==> src/rtl/sram_port_arbiter.sv <==
// sram_port_arbiter: shares one single-port 32x256 instruction SRAM between
// the loader (read/write) and the CPU fetch port (read only). Grants are
// combinational and round-robin on conflict. All macro controls are
// registered. Read data is steered back to its owner through a 2-stage tag
// pipeline.
//
// Handshake: a requester holds req/addr/data stable until it sees gnt high
// in the same cycle. The beat is accepted at the rising edge that ends that
// cycle. rvalid is a one-cycle strobe with no back-pressure. Its rdata equals
// sram_dout in that cycle and is held afterwards.
module sram_port_arbiter #(
    parameter int AW = 8,
    parameter int DW = 32
) (
    input  logic          CLK,
    input  logic          reset,
    input  logic          ld_mode,
    input  logic          ld_req,
    input  logic          ld_we,
    input  logic [AW-1:0] ld_addr,
    input  logic [DW-1:0] ld_wdata,
    output logic          ld_gnt,
    output logic          ld_rvalid,
    output logic [DW-1:0] ld_rdata,
    input  logic          cpu_req,
    input  logic [AW-1:0] cpu_addr,
    output logic          cpu_gnt,
    output logic          cpu_rvalid,
    output logic [DW-1:0] cpu_rdata,
    output logic          sram_csb,
    output logic          sram_web,
    output logic [AW-1:0] sram_addr,
    output logic [DW-1:0] sram_din,
    input  logic [DW-1:0] sram_dout,
    output logic [AW:0]   wr_count
);

    localparam logic [AW:0] WR_MAX = {1'b1, {AW{1'b0}}};
    localparam logic [AW:0] WR_ONE = {{AW{1'b0}}, 1'b1};

    // init_q stays low until the first rising edge with reset low has
    // passed, so a request that shows up as reset falls is not granted early.
    logic          init_q, init_d;
    // 1 = loader was granted last; 0 = CPU was granted last.
    logic          last_ld_q, last_ld_d;
    logic          csb_q, csb_d;
    logic          web_q, web_d;
    logic [AW-1:0] addr_q, addr_d;
    logic [DW-1:0] din_q, din_d;
    // Tag pipeline: valid + owner (1 = loader) for each read in flight.
    logic          rv1_q, rv1_d, own1_q, own1_d;
    logic          rv2_q, rv2_d, own2_q, own2_d;
    logic [DW-1:0] ld_rdata_q, ld_rdata_d;
    logic [DW-1:0] cpu_rdata_q, cpu_rdata_d;
    logic [AW:0]   wr_count_q, wr_count_d;

    // Arbitration: loader-only in ld_mode, otherwise single requester wins or
    // round-robin on conflict. Nothing is granted while reset is high or before init.
    always_comb begin
        ld_gnt  = 1'b0;
        cpu_gnt = 1'b0;
        if (init_q && !reset) begin
            if (ld_mode) begin
                ld_gnt = ld_req;
            end else if (ld_req && cpu_req) begin
                ld_gnt  = ~last_ld_q;
                cpu_gnt = last_ld_q;
            end else begin
                ld_gnt  = ld_req;
                cpu_gnt = cpu_req;
            end
        end
    end

    // Read return: the stage-2 tag selects which port sees sram_dout this cycle.
    always_comb begin
        ld_rvalid  = rv2_q & own2_q;
        cpu_rvalid = rv2_q & ~own2_q;
        ld_rdata   = ld_rvalid  ? sram_dout : ld_rdata_q;
        cpu_rdata  = cpu_rvalid ? sram_dout : cpu_rdata_q;
    end

    // Next-state for macro pins, tags, round-robin pointer and write counter.
    always_comb begin
        init_d      = 1'b1;
        csb_d       = 1'b1;
        web_d       = 1'b1;
        addr_d      = addr_q;
        din_d       = din_q;
        last_ld_d   = last_ld_q;
        rv1_d       = 1'b0;
        own1_d      = 1'b0;
        rv2_d       = rv1_q;
        own2_d      = own1_q;
        ld_rdata_d  = ld_rdata;
        cpu_rdata_d = cpu_rdata;
        wr_count_d  = wr_count_q;
        if (ld_gnt) begin
            csb_d     = 1'b0;
            web_d     = ~ld_we;
            addr_d    = ld_addr;
            din_d     = ld_we ? ld_wdata : '0;
            last_ld_d = 1'b1;
            rv1_d     = ~ld_we;
            own1_d    = 1'b1;
            if (ld_we && (wr_count_q != WR_MAX)) begin
                wr_count_d = wr_count_q + WR_ONE;
            end
        end else if (cpu_gnt) begin
            csb_d     = 1'b0;
            web_d     = 1'b1;
            addr_d    = cpu_addr;
            din_d     = '0;
            last_ld_d = 1'b0;
            rv1_d     = 1'b1;
            own1_d    = 1'b0;
        end
    end

    // State registers; reset idles the macro and drops in-flight reads.
    always_ff @(posedge CLK or posedge reset) begin
        if (reset) begin
            init_q      <= 1'b0;
            last_ld_q   <= 1'b0;
            csb_q       <= 1'b1;
            web_q       <= 1'b1;
            addr_q      <= '0;
            din_q       <= '0;
            rv1_q       <= 1'b0;
            own1_q      <= 1'b0;
            rv2_q       <= 1'b0;
            own2_q      <= 1'b0;
            ld_rdata_q  <= '0;
            cpu_rdata_q <= '0;
            wr_count_q  <= '0;
        end else begin
            init_q      <= init_d;
            last_ld_q   <= last_ld_d;
            csb_q       <= csb_d;
            web_q       <= web_d;
            addr_q      <= addr_d;
            din_q       <= din_d;
            rv1_q       <= rv1_d;
            own1_q      <= own1_d;
            rv2_q       <= rv2_d;
            own2_q      <= own2_d;
            ld_rdata_q  <= ld_rdata_d;
            cpu_rdata_q <= cpu_rdata_d;
            wr_count_q  <= wr_count_d;
        end
    end

    assign sram_csb  = csb_q;
    assign sram_web  = web_q;
    assign sram_addr = addr_q;
    assign sram_din  = din_q;
    assign wr_count  = wr_count_q;

endmodule

==> config.mk <==
export PLATFORM = sky130hd
export DESIGN_NAME = sram_port_arbiter
export DESIGN_NICKNAME = d
export VERILOG_FILES = /design/src/rtl/sram_port_arbiter.sv
export SDC_FILE = /design/constraint.sdc
export NUM_CORES = 1
export LEC_CHECK = 0
export ABC_AREA = 1
export ABC_CLOCK_PERIOD_IN_PS = 7490
export CAP_MARGIN = 20
export CORE_MARGIN = 5
export CORE_UTILIZATION = 46
export CTS_CLUSTER_DIAMETER = 100
export DETAILED_ROUTE_END_ITERATION = 12
export GPL_TIMING_DRIVEN = 0
export PLACE_DENSITY = 0.84
export SLEW_MARGIN = 20
export SYNTH_ARGS = -nofsm -noshare
export SYNTH_HDL_FRONTEND = slang
export SYNTH_SLANG_ARGS = --single-unit
==> constraint.sdc <==
create_clock -name CLK -period 7.49 [get_ports CLK]
set_input_delay 1.1235 -clock CLK [delete_from_list [all_inputs] [get_ports CLK]]
set_output_delay 1.1235 -clock CLK [all_outputs]
set_load 0.05 [all_outputs]
==> results.toml, run 1 <==
[detailed_routing]
wire_per_inst_um = 15.7
vias = 4458
vias_per_cell = 4.83
final_antenna_net_count = 0
dr.pass1.iters = 5
drcViolationCount = 0
routed_wl_um = 14500
drt_iter0_markers = 243

[sta]
fin_hold_ws_ns = 0.345
relSlewSlack_pct = 61.9
hold_viol_final = 0
tns_ns = 0
rsz0062_at_grt = "no"
skew_ns = 0.00865
period_share_pct = 65.1
slew_viol_final = 0
fin_ws_ns = 2.61
fmax_ghz = 0.205
setup_viol = 0
worst_pin_slew_ns = 0.570
finalCriticalPeriod_ns = 4.88

[floorplan]
die_h_um = 113
core_area_um2 = 10400
start_util_pct = 47.4
std_cell_rows = 37
io_pins = 205
die-area_um2 = 12900
die_x_um = 113

[clocking]
cts_resized = 0
clock_latency_ns = 0.50
numClockSinks = 121
clk_pin_slew_ns = 0.05
hold_buffers = 0
clockBufferDepth = 2
cts_setup_buffers = 0
tritoncts = "built"
h-tree-depth = 4
clockRootBuffer = "clkbuf_8"
cts_buffers = 17

[run_status]
status = "completed"

[placed_design]
io_buffers = 204
gp_congestion = 0.859
dp_hpwl_um = 10900
dp_cells = 892
dpl_worst_slack_ns = 2.62

[cells_and_area]
utilization_pct = 74.8
finalNonFillerCells = 923
layout.nets = 863
antenna_cells = 0
drive_above_1_share_pct = 6.61
syn_to_final_growth_pct = 57.6
nFillCells = 710

[global_route]
antenna_found_initial = 0
grt_max_degree = 67
grt_pass1_vias = 4727
grt_overflow_total = 0
grt_first_pass_wirelength_um = 23300
grt_usage_pct = 23.0

[synthesis]
synth_cells = 551
syn_area_um2 = 4920
synth.avg_cell_area_um2 = 8.93
ys_seq_area_share_pct = 61.6
synth.top_cell.area_share_pct = 60.5
ys.flop_type = "dfrtp_1"
ys_types = 24
synth_area_leaders = "dfrtp_1, nand2_1, o21ai_0"
synth_nets = 639
synth-edff-count = 0
ys_seq_elements = 121
yosysWarnings = 0
synth-async-reset-ratio_pct = 100
yosys.area.top_type = "dfrtp_1"

[setup_path]
worstSetupPathType = "in2out"
end_kind = "output pin"
worstSetupStartpointType = "input port"
worstPathRequired_ns = 6.37
crit_fanout = 58
arrival_ns = 3.76

[power_and_ir_drop]
ir_worst_vdd_mv = 0.206
powerDensity_nw_per_um2 = 352
p_leak_nw = 3.82

[flow_run]
maxCapViolCount = 0

[worst_hold_path]
min-delay-path-class = "reg2reg"
[cell usage after synthesis (3+ instances only)]
cell type,count
inv_1,58
nand2_1,223
buf_2,5
o21bai_1,9
buf_6,4
dfrtp_1,119
o21ai_0,67
nor2_1,11
xor2_1,3
nand3b_1,8
nand3_1,13
clkbuf_1,12
inv_2,5
[cell families after synthesis]
family	share of synthesized area, %
adders and majority gates	0.509
DFF	61.6
other	0.0762
xor gates and xnor gates	0.534
AOI/OAI and AO/OA	8.29
and+or+nand+nor	21.6
buffers and inverters	7.40
[worst max-delay path, cell delays in order]
cell,delay (ns)
clkdlybuf4s50_1,0.47
inv_6,0.42
nand2_1,0.14
nor2_2,0.17
buf_6,0.17
nand2_1,0.23
inv_1,0.15
clkdlybuf4s50_1,0.87
[power breakdown]
group / switching, mW / internal (mW)
Combinational: 0.720 / 0.340
Sequential: 0.0701 / 0.789
Clock: 0.268 / 0.544
[cells in the final DEF (no fill, tap or decap), types with 9 or more instances in the layout]
| cell | count |
|---|---|
| clkdlybuf4s50_1 | 204 |
| inv_1 | 58 |
| o21bai_1 | 9 |
| dfrtp_1 | 119 |
| clkbuf_16 | 16 |
| nand2_1 | 223 |
| clkbuf_1 | 16 |
| nor2_1 | 11 |
| o21ai_0 | 67 |
| nand3_1 | 13 |
[layout make-up]
| cell class | instances | area [um^2] | share of cell area (%) |
|---|---|---|---|
| Buffer | 22 | 123 | 1.58 |
| Clock buffer | 22 | 443 | 5.71 |
| Clock inverter | 9 | 148 | 1.90 |
| Inverter | 64 | 246 | 3.18 |
| Multi-Input combinational cell | 344 | 1520 | 19.7 |
| Sequential cell | 121 | 3030 | 39.1 |
| Tap cell | 136 | 170 | 2.19 |
| Timing Repair Buffer | 205 | 2070 | 26.7 |
[worst paths after layout]
path | from | slack (ns) | endpoint | depth (start not counted)
hold reg to reg | rv1_q$_DFF_PP0_ | 0.34 | rv2_q$_DFF_PP0_ | 0
hold / removal | rv1_q$_DFF_PP0_ | 0.34 | rv2_q$_DFF_PP0_ | 0
min in group asynchronous | reset | 1.06 | sram_addr[1]$_DFFE_PP0P_ | 2
setup / recovery | reset | 2.61 | ld_gnt | 8
setup reg to reg | wr_count[0]$_DFFE_PP0P_ | 5.82 | wr_count[4]$_DFFE_PP0P_ | 9
max in group asynchronous | reset | 5.75 | cpu_rdata_q[19]$_DFF_PP0_ | 3
[registers in the layout, indices dropped and copies added, names as in the netlist]
name and count:
sram_din 32, sram_addr 8, sram_web 1, own1_q 1, own2_q 1, init_q 1
last_ld_q 1, cpu_rdata_q 32, ld_rdata_q 32, sram_csb 1, rv2_q 1, rv1_q 1
wr_count 9
[per-stage QoR]
step	total power, mW	cell area (um^2)
after CTS	2.75	7750
final	2.73	7750
after global placement	1.90	7130
after global routing	2.85	7750
after detailed placement	1.93	7160
after floorplan	1.54	4920
[routing by layer]
layer / track usage (%) / share of wire (%)
met1: 25.3 / 38
met2: 39.7 / 49
met3: 10.3 / 11
met4: 7.77 / 1.9
met5: 0 / 0
Note: power is estimated with default switching activity, not from simulation.
==> run 2: changes to the inputs <==
--- a/config.mk
+++ b/config.mk
@@ -6,14 +6,14 @@
 export NUM_CORES = 1
 export LEC_CHECK = 0
 export ABC_AREA = 1
-export ABC_CLOCK_PERIOD_IN_PS = 7490
+export ABC_CLOCK_PERIOD_IN_PS = 4250
 export CAP_MARGIN = 20
 export CORE_MARGIN = 5
-export CORE_UTILIZATION = 46
+export CORE_UTILIZATION = 39
 export CTS_CLUSTER_DIAMETER = 100
 export DETAILED_ROUTE_END_ITERATION = 12
 export GPL_TIMING_DRIVEN = 0
-export PLACE_DENSITY = 0.84
+export PLACE_DENSITY = 0.76
 export SLEW_MARGIN = 20
 export SYNTH_ARGS = -nofsm -noshare
 export SYNTH_HDL_FRONTEND = slang
==> constraint.sdc (replaced) <==
create_clock -name CLK -period 4.25 [get_ports CLK]
set_input_delay 0.6375 -clock CLK [delete_from_list [all_inputs] [get_ports CLK]]
set_output_delay 0.6375 -clock CLK [all_outputs]
set_load 0.05 [all_outputs]
==> run 2 against run 1 <==
Compared with the run above:
- first-iteration DRC count up 8.6%
- sequential power up 77%
- largest power group unchanged
- hold slack better by 0.0039 ns
- largest cell class unchanged
- critical endpoint unchanged
- clock skew down 0.0016 ns
- combinational power up 76%
- setup slack worse by 2.3 ns
- die area up 16%
- design area down 0.13%
- final cell count up 4.0%
- routed wire length up 0.26%
- count of clock-buffer cells in the layout up 1
- sequential cell count unchanged
==> results.toml, run 2 (synthesis results as in run 1) <==
[cells_and_area]
layout.nets = 863
antenna_cells = 0
syn_to_final_growth_pct = 57.4
utilization_pct = 61.9
final_cell_mix = "nand2_1, clkdlybuf4s50_1, dfrtp_1"
final_common_cell = "nand2_1"
drive_above_1_share_pct = 6.98

[clocking]
cts_resized = 0
clock_latency_ns = 0.41
clockBufferDepth = 2
clk_pin_slew_ns = 0.05
clockRootBuffer = "clkbuf_16"
cts_setup_buffers = 0
numClockSinks = 121
h-tree-depth = 4
hold_buffers = 0
tritoncts = "built"
cts_buffers = 17

[global_route]
antenna_found_initial = 0
grt_first_pass_wirelength_um = 23400
grt_overflow_total = 0
grt_max_degree = 68
grt_usage_pct = 20.1
grt_pass1_vias = 4642

[detailed_routing]
routed_wl_um = 14500
drt_iter0_markers = 264
dr.pass1.iters = 4
vias_per_cell = 4.64
final_antenna_net_count = 0
wire_per_inst_um = 15.1
vias = 4454
drcViolationCount = 0

[setup_path]
worstSetupPathType = "in2out"
arrival_ns = 3.33
worstSetupStartpointType = "input port"
worstPathRequired_ns = 3.61
end_kind = "output pin"
crit_fanout = 67

[power_and_ir_drop]
powerDensity_nw_per_um2 = 602
p_leak_nw = 3.81
ir_worst_vdd_mv = 0.308

[floorplan]
die_h_um = 122
core_area_um2 = 12500
die_x_um = 122
start_util_pct = 39.3
io_pins = 205
std_cell_rows = 41
die-area_um2 = 15000

[sta]
relSlewSlack_pct = 59.6
setup_viol = 0
worst_pin_slew_ns = 0.607
fin_hold_ws_ns = 0.349
skew_ns = 0.00707
finalCriticalPeriod_ns = 3.97
fmax_ghz = 0.252
period_share_pct = 93.4
slew_viol_final = 0
hold_viol_final = 0
rsz0062_at_grt = "no"

[worst_hold_path]
min-delay-path-class = "reg2reg"

[run_status]
status = "completed"

[placed_design]
gp_congestion = 0.828
dp_hpwl_um = 10700
io_buffers = 204

[flow_run]
maxCapViolCount = 0
run 2: cell types whose count changed in the layout (fill, tap and decap cells not counted):
| cell | previous run | this run |
|---|---|---|
| bufinv_16 | 4 | 0 |
| clkinv_2 | 5 | 9 |
| clkbuf_1 | 16 | 14 |
| clkbuf_8 | 2 | 4 |
| clkbuf_16 | 16 | 17 |
run 2: worst paths after layout:
path                                               from                       end  slack, ns  depth (start not counted)
worst max-delay path                              reset                    ld_gnt       0.28                          8
max in group asynchronous                         reset        sram_csb$_DFF_PP1_       2.81                          3
min in group asynchronous                         reset  ld_rdata_q[28]$_DFF_PP0_       0.70                          2
worst max register to register  wr_count[0]$_DFFE_PP0P_   wr_count[2]$_DFFE_PP0P_       2.55                          9
worst min register to register         own1_q$_DFF_PP0_          own2_q$_DFF_PP0_       0.35                          0
worst min-delay path                   own1_q$_DFF_PP0_          own2_q$_DFF_PP0_       0.35                          0
run 2: through the flow:
stage | total power, mW | TNS, ns | area [um^2] | instances | worst slack, ns
after CTS | 4.71 | 0 | 7740 | 960 | 0.220
after floorplan | 2.71 | 0 | 4920 | 551 | 0.470
after detailed placement | 3.40 | 0 | 7210 | 928 | 0.219
after global routing | 4.89 | 0 | 7740 | 960 | 0.0336
after global placement | 3.35 | -1.84 | 7180 | 927 | -1.15
final | 4.66 | 0 | 7740 | 960 | 0.281
run 2: layout make-up:
type                    count  area [um^2]
fillers                  1083         4770
flip-flops and latches    121         3030
repair buffers            205         2070
multi-input cells         344         1520
clock buffers              23          488
inverters                  64          246
well taps                 172          215
plain buffers              22          123
clock inverters             9         47.5
run 2: worst max-delay path, cell delays in order:
cell and delay, ns:
clkdlybuf4s50_1 0.47, inv_6 0.47, nand2_1 0.13, nor2_2 0.16
buf_6 0.17, nand2_1 0.27, inv_1 0.16, clkdlybuf4s50_1 0.84
run 2: routing by layer:
layer	global-route usage [%]	routed length, um	up-vias
met5	0	0	-
met4	6.93	225	0
met2	33.6	7130	175
met3	7.70	1340	17
met1	23.6	5840	2120
li1	-	-	2142
run 2: where the power goes:
| part | total (mW) | switching, mW | internal [mW] |
|---|---|---|---|
| Combinational | 1.87 | 1.26 | 0.601 |
| Clock | 1.28 | 0.487 | 0.796 |
| Sequential | 1.52 | 0.124 | 1.39 |
| Total | 4.66 | 1.88 | 2.79 |
==> run 3: changes to the inputs <==
--- a/config.mk
+++ b/config.mk
@@ -13,6 +13,7 @@
 export CTS_CLUSTER_DIAMETER = 100
 export DETAILED_ROUTE_END_ITERATION = 12
 export GPL_TIMING_DRIVEN = 0
+export MAX_ROUTING_LAYER = met4
 export PLACE_DENSITY = 0.76
 export SLEW_MARGIN = 20
 export SYNTH_ARGS = -nofsm -noshare
==> run 3 against run 2 <==
Compared with the run above:
- first-iteration DRC count grew 4.5%
- total power is essentially flat
- clock power is essentially flat
- combinational power is essentially flat
- sequential share of layout area is the same
- non-clock buffer count is the same
- critical path depth is the same
- design area is the same
- fmax shrank 0.23%
- critical endpoint unchanged
- largest power group unchanged
==> results.toml, run 3 (synthesis results as in run 1) <==
[placed_design]
dp_hpwl_um = 10700
dp_cells = 928
io_buffers = 204
gp_congestion = 0.840

[clocking]
tritoncts = "built"
h-tree-depth = 4
clockBufferDepth = 2
hold_buffers = 0
clockRootBuffer = "clkbuf_16"
clock_latency_ns = 0.41
clk_pin_slew_ns = 0.05
numClockSinks = 121
cts_setup_buffers = 0
cts_buffers = 17
cts_resized = 0

[cells_and_area]
syn_to_final_growth_pct = 57.4
finalNonFillerCells = 960
final_common_cell = "nand2_1"
final_cell_mix = "nand2_1, clkdlybuf4s50_1, dfrtp_1"
layout.nets = 863
drive_above_1_share_pct = 6.98
antenna_cells = 0

[sta]
relSlewSlack_pct = 59.3
skew_ns = 0.00850
rsz0062_at_grt = "no"
hold_viol_final = 0
finalCriticalPeriod_ns = 3.98
setup_viol = 0
tns_ns = 0
slew_viol_final = 0
period_share_pct = 93.6
worst_pin_slew_ns = 0.611
fmax_ghz = 0.251
fin_hold_ws_ns = 0.351

[setup_path]
worstSetupStartpointType = "input port"
arrival_ns = 3.34
worstSetupPathType = "in2out"
end_kind = "output pin"
crit_fanout = 67
worstPathRequired_ns = 3.61

[detailed_routing]
final_antenna_net_count = 0
dr.pass1.iters = 4
wire_per_inst_um = 15.1
vias_per_cell = 4.64
routed_wl_um = 14500
drcViolationCount = 0
vias = 4451
drt_iter0_markers = 276

[worst_hold_path]
min-delay-path-class = "reg2reg"

[power_and_ir_drop]
p_leak_nw = 3.81
ir_worst_vdd_mv = 0.308
powerDensity_nw_per_um2 = 602

[floorplan]
die_x_um = 122
die_h_um = 122
die-area_um2 = 15000
core_area_um2 = 12500
start_util_pct = 39.3
std_cell_rows = 41
io_pins = 205

[flow_run]
maxCapViolCount = 0

[global_route]
grt_max_degree = 68
grt_first_pass_wirelength_um = 23300
grt_overflow_total = 0
grt_usage_pct = 20.7
grt_pass1_vias = 4652
antenna_found_initial = 0

[run_status]
status = "completed"
run 3: cell counts in the layout (fill, tap and decap cells not counted):
Identical to the previous run, type by type.
run 3: power breakdown:
group	leakage, nW	switching (mW)	total [mW]	internal, mW
Sequential	1.50	0.124	1.52	1.39
Clock	0.272	0.486	1.28	0.796
Combinational	2.03	1.26	1.86	0.601
Total	3.81	1.87	4.66	2.79
run 3: area by class of cell:
| type | count | area [um^2] |
|---|---|---|
| Buffer | 22 | 123 |
| Clock buffer | 23 | 488 |
| Clock inverter | 9 | 47.5 |
| Fill cell | 1083 | 4770 |
| Inverter | 64 | 246 |
| Multi-Input combinational cell | 344 | 1520 |
| Sequential cell | 121 | 3030 |
| Tap cell | 172 | 215 |
| Timing Repair Buffer | 205 | 2070 |
run 3: worst max-delay path: stages:
cell and delay (ns):
clkdlybuf4s50_1 0.47, inv_6 0.47, nand2_1 0.13, nor2_2 0.16, buf_6 0.17, nand2_1 0.27
inv_1 0.16, clkdlybuf4s50_1 0.84
run 3: final timing paths:
path / from / end / slack (ns) / cells after the start
hold / removal: own1_q$_DFF_PP0_ / own2_q$_DFF_PP0_ / 0.35 / 0
setup / recovery: reset / ld_gnt / 0.27 / 8
max in group asynchronous: reset / sram_csb$_DFF_PP1_ / 2.80 / 3
min in group asynchronous: reset / ld_rdata_q[28]$_DFF_PP0_ / 0.70 / 2
setup reg to reg: wr_count[0]$_DFFE_PP0P_ / wr_count[1]$_DFFE_PP0P_ / 2.55 / 9
hold reg to reg: own1_q$_DFF_PP0_ / own2_q$_DFF_PP0_ / 0.35 / 0
run 3: routing by layer:
metal	part of all wire, %	global-route usage (%)
met5	0	-
met3	7.2	6.04
met1	42	24.7
met4	1.5	6.93
met2	50	33.7
run 3: per-stage QoR:
stage	area [um^2]	total power, mW	setup slack (ns)	util (%)
2_1_floorplan	4920	2.71	0.470	-
3_3_place_gp	7180	3.35	-1.15	57.3
3_5_place_dp	7210	3.40	0.219	57.6
4_1_cts	7740	4.71	0.220	61.9
5_1_grt	7740	4.89	0.0336	61.9
6_report	7740	4.66	0.272	61.9
==> patch 1, RTL diff (flow settings as in run 2) <==
`din_q` no longer has a reset.
--- a/src/rtl/sram_port_arbiter.sv
+++ b/src/rtl/sram_port_arbiter.sv
@@ -127,3 +127,2 @@
             addr_q      <= '0;
-            din_q       <= '0;
             rv1_q       <= 1'b0;
@@ -141,3 +140,2 @@
             addr_q      <= addr_d;
-            din_q       <= din_d;
             rv1_q       <= rv1_d;
@@ -152,2 +150,6 @@
 
+    always_ff @(posedge CLK) begin
+        din_q <= din_d;
+    end
+
     assign sram_csb  = csb_q;
Function: differs if reset is asserted again (counterexample within 4 cycles, from zero or initial values and one cycle with reset high); with reset held inactive, the same outputs for 4 cycles.
==> patch 1 against run 2 <==
  * First-iteration DRC count increased by 0.38%
  * Total power increased by 4.7%
  * Combinational power decreased by 6%
  * Largest power group unchanged
  * Setup slack improved by 0.35 ns
  * Critical path depth decreased by 1
  * Worst hold slack got worse by 0.00081 ns
  * Sequential cell count unchanged
  * Critical path type unchanged
  * Synthesized area decreased by 0.10%
  * Sequential share of layout area increased by 1.3 points
  * Final area increased by 1.9%
  * Wire length decreased by 9.2%
==> patch 1: results (changes against run 2) <==
gp weighted congestion: 0.7965 (was 0.8278)
register area share after synthesis: 64.94% (was 61.61%)
All-Layer GR Usage: 17.85% (was 20.06%)
FFs w/ async S/R, synth: 73.55% (was 100.0%)
Non-clock buffer share: 27.43% (was 28.31%)
Yosys cell types: 28 (was 24)
M1 GR Usage: 21.47% (was 23.61%)
vias in the first global route: 4205 (was 4642)
number of flops mapped to enable cells by yosys: 32 (was 0)
initial DRC count: 265 (was 264)
worst path arrival time: 2.98 ns (was 3.33 ns)
final net count: 810 (was 863)
Setup WS pre-CTS: 0.6058 ns (was 0.2192 ns)
worst r2r path cells: 5 (was 9)
Compound-Gate Fraction of Synth Area: 8.734% (was 8.293%)
critical path's largest stage delay: 0.82 ns (was 0.84 ns)
P_leak: 3.699 nW (was 3.805 nW)
WL/cell: 14.54 um (was 15.13 um)
Max Fanout on Critical Path: 38 (was 67)
Final clock-cell share: 8.709% (was 6.915%)
vias per cell: 4.502 (was 4.640)
status: completed (unchanged)
met2 Use GR: 30.30% (was 33.63%)
r2r endpoint: sram_din[17] (was wr_count[2])
flip-flop and latch count: 121 (unchanged)
nonclk inv count: 86 (was 64)
Max IR drop VDD: 335.6 uV (was 307.9 uV)
Filler cells: 985 (was 1083)
-- patch 1: changes by cell type after synthesis, sizes merged --
cell | before | now
nand2 | 224 | 124
inv | 63 | 85
nand3 | 15 | 22
clkbuf | 12 | 7
nand3b | 8 | 0
nor2 | 14 | 45
buf | 10 | 11
edfxtp | 0 | 32
dfrtp | 119 | 87
o21ai | 67 | 66
-- patch 1: per-layer routing --
layer / up-vias / wire length (um)
li1: 2002 / -
met1: 1934 / 5319
met2: 128 / 6798
met3: 19 / 814
met4: 0 / 259
met5: - / 0
-- patch 1: how the worst min path moves through the flow --
stage / to / slack, ns
final: rv2_q / 0.35
after floorplan: own2_q / 0.33
after global placement: own2_q / 0.33
after detailed placement: rv2_q / 0.34
after CTS: rv2_q / 0.35
after global routing: own2_q / 0.36
-- patch 1: where the power goes --
group	leakage, nW	internal (W)	switching [W]	total, W
registers	1.38	0.00142	0.000104	0.00152
logic	1.98	0.000572	0.00118	0.00175
clock network	0.340	0.00111	0.000506	0.00161
==> patch 2, RTL diff (flow settings as in run 2) <==
Made on the original files. Change the parameter `AW` from 8 to 9.
--- a/src/rtl/sram_port_arbiter.sv
+++ b/src/rtl/sram_port_arbiter.sv
@@ -11,3 +11,3 @@
 module sram_port_arbiter #(
-    parameter int AW = 8,
+    parameter int AW = 9,
     parameter int DW = 32
Interface: changed (resized cpu_addr, ld_addr, sram_addr and wr_count); port bits go from 205 to 209. The function was not compared with the original's and may differ.
==> patch 2 against run 2 <==
  * Core utilization increased by 1.0 points
  * Setup slack better by 0.27 ns
  * Sequential cell count is 2 higher
  * Wire length is 0.39% lower
  * Synthesized area increased by 1.5%
  * Clock skew about the same
  * Count of clock-buffer cells in the layout shrank 1
  * Combinational power is 9% lower
  * Global-route usage shrank 0.83 points
  * Final area increased by 2.1%
  * Total power down 1.2%
  * Die area is 1.4% higher
  * Critical endpoint unchanged
  * Largest cell class unchanged
  * Largest power group unchanged
  * Highest routed layer unchanged
==> patch 2: results (changes against run 2) <==
status: completed (unchanged)
Fin Hold WS: 0.3483 ns (was 0.3486 ns)
number of gates resized after cts: 0 (unchanged)
final net count: 886 (was 863)
initial DRC count: 205 (was 264)
vias per cell: 4.627 (was 4.640)
largest net degree at the start of global routing: 69 (was 68)
vias: 4530 (was 4454)
gp weighted congestion: 0.8313 (was 0.8278)
register area share after synthesis: 61.72% (was 61.61%)
Sequential Power Share: 32.3% (was 32.5%)
Worst Tran Pin Value: 0.5826 ns (was 0.6065 ns)
Net Sw Power: 0.001729 W (was 0.001876 W)
Final HPWL DP: 11.04 mm (was 10.70 mm)
postcts setup bufs: 0 (unchanged)
Fin Clk Skew: 0.006575 ns (was 0.007066 ns)
antenna violations before repair: 0 (unchanged)
Filler cells: 1027 (was 1083)
placed cell area: 7321 um2 (was 7208 um2)
Synth area leaders: dfrtp_1 (61%), nand2_1 (19%), o21ai_0 (6.5%) (was dfrtp_1 (61%), nand2_1 (17%), o21ai_0 (6.8%))
IO Port Bufs: 208 (was 204)
Crit Reg-Reg Startpoint: wr_count[0] (unchanged)
vias in the first global route: 4619 (was 4642)
Worst Hold Class: flop to flop (unchanged)
xor/xnor cell area share of the yosys netlist: 0.7019% (was 0.5342%)
layout cells sized above 1: 6.691% (was 6.980%)
Commonest cells post-synth: nand2_1 (249), dfrtp_1 (121), o21ai_0 (65) (was nand2_1 (223), dfrtp_1 (119), o21ai_0 (67))
sequential power: 0.00149 W
final WL: 14.47 mm (was 14.53 mm)
P_leak: 3.938 nW (was 3.805 nW)
synth warn: 0 (unchanged)
Worst R2R Setup Slack: 2.75 ns (was 2.55 ns)
synthesized net count: 658 (was 639)
Detailed Routing Iterations Pass 1: 6 (was 4)
fin crit share: 87.13% (was 93.38%)
Clock transition at path regs: 0.05 ns (about the same)
worst path arrival time: 3.07 ns (was 3.33 ns)
Compound-Gate Fraction of Synth Area: 7.521% (was 8.293%)
Max IR drop VDD: 293.6 uV (was 307.9 uV)
critical path's largest stage delay: 0.83 ns
adder-cell share of the synthesized area: 0.5014% (was 0.5088%)
Hold Path Origin: own1_q (unchanged)
cell count after synthesis: 568 (was 551)
All-Layer GR Usage: 19.23% (was 20.06%)
first-pass GRT wire length: 22.63 mm (was 23.39 mm)
Design Area, Final: 7904 um2 (was 7744 um2)
Max Fanout on Critical Path: 58 (was 67)
WHS Endpoint: own2_q (unchanged)
Root Driver: clkbuf_16 (unchanged)
P_comb: 0.00170 W (was 0.00187 W)
Worst Setup SP: reset (unchanged)
Setup WS pre-CTS: 0.5240 ns (was 0.2192 ns)
CP endpoint: ld_gnt (unchanged)
r2r endpoint: wr_count[9] (was wr_count[2])
mux contribution to synthesized area: 0% (unchanged)
Placed Cells: 949 (was 928)
==> patch 2: cell type report <==
type	count	area (um2)	share of cell area (%)
inverter	63	241.5	3.055
clock buffer	22	464.2	5.873
buffer	23	131.4	1.662
multi-input combinational	359	1543	19.52
tap	172	215.2	2.723
timing repair buffer	209	2110	26.69
clock inverter	8	118.9	1.504
sequential	123	3080	38.97
==> patch 2: logic make-up after synthesis <==
group	after synthesis
AOI/OAI and AO/OA	75
xor gates and xnor gates	4
adders and majority gates	2
buffers and inverters	86
DFF	123
other	1
and+or+nand+nor	277
==> patch 2: layer usage <==
| metal | global-route usage (%) | vias to the layer above | wire length (um) |
|---|---|---|---|
| met1 | 22.85 | 2121 | 5740 |
| li1 | - | 2188 | - |
| met4 | 8.028 | 0 | 361 |
| met2 | 32.08 | 192 | 7070 |
| met5 | 0 | - | 0 |
| met3 | 6.313 | 29 | 1299 |
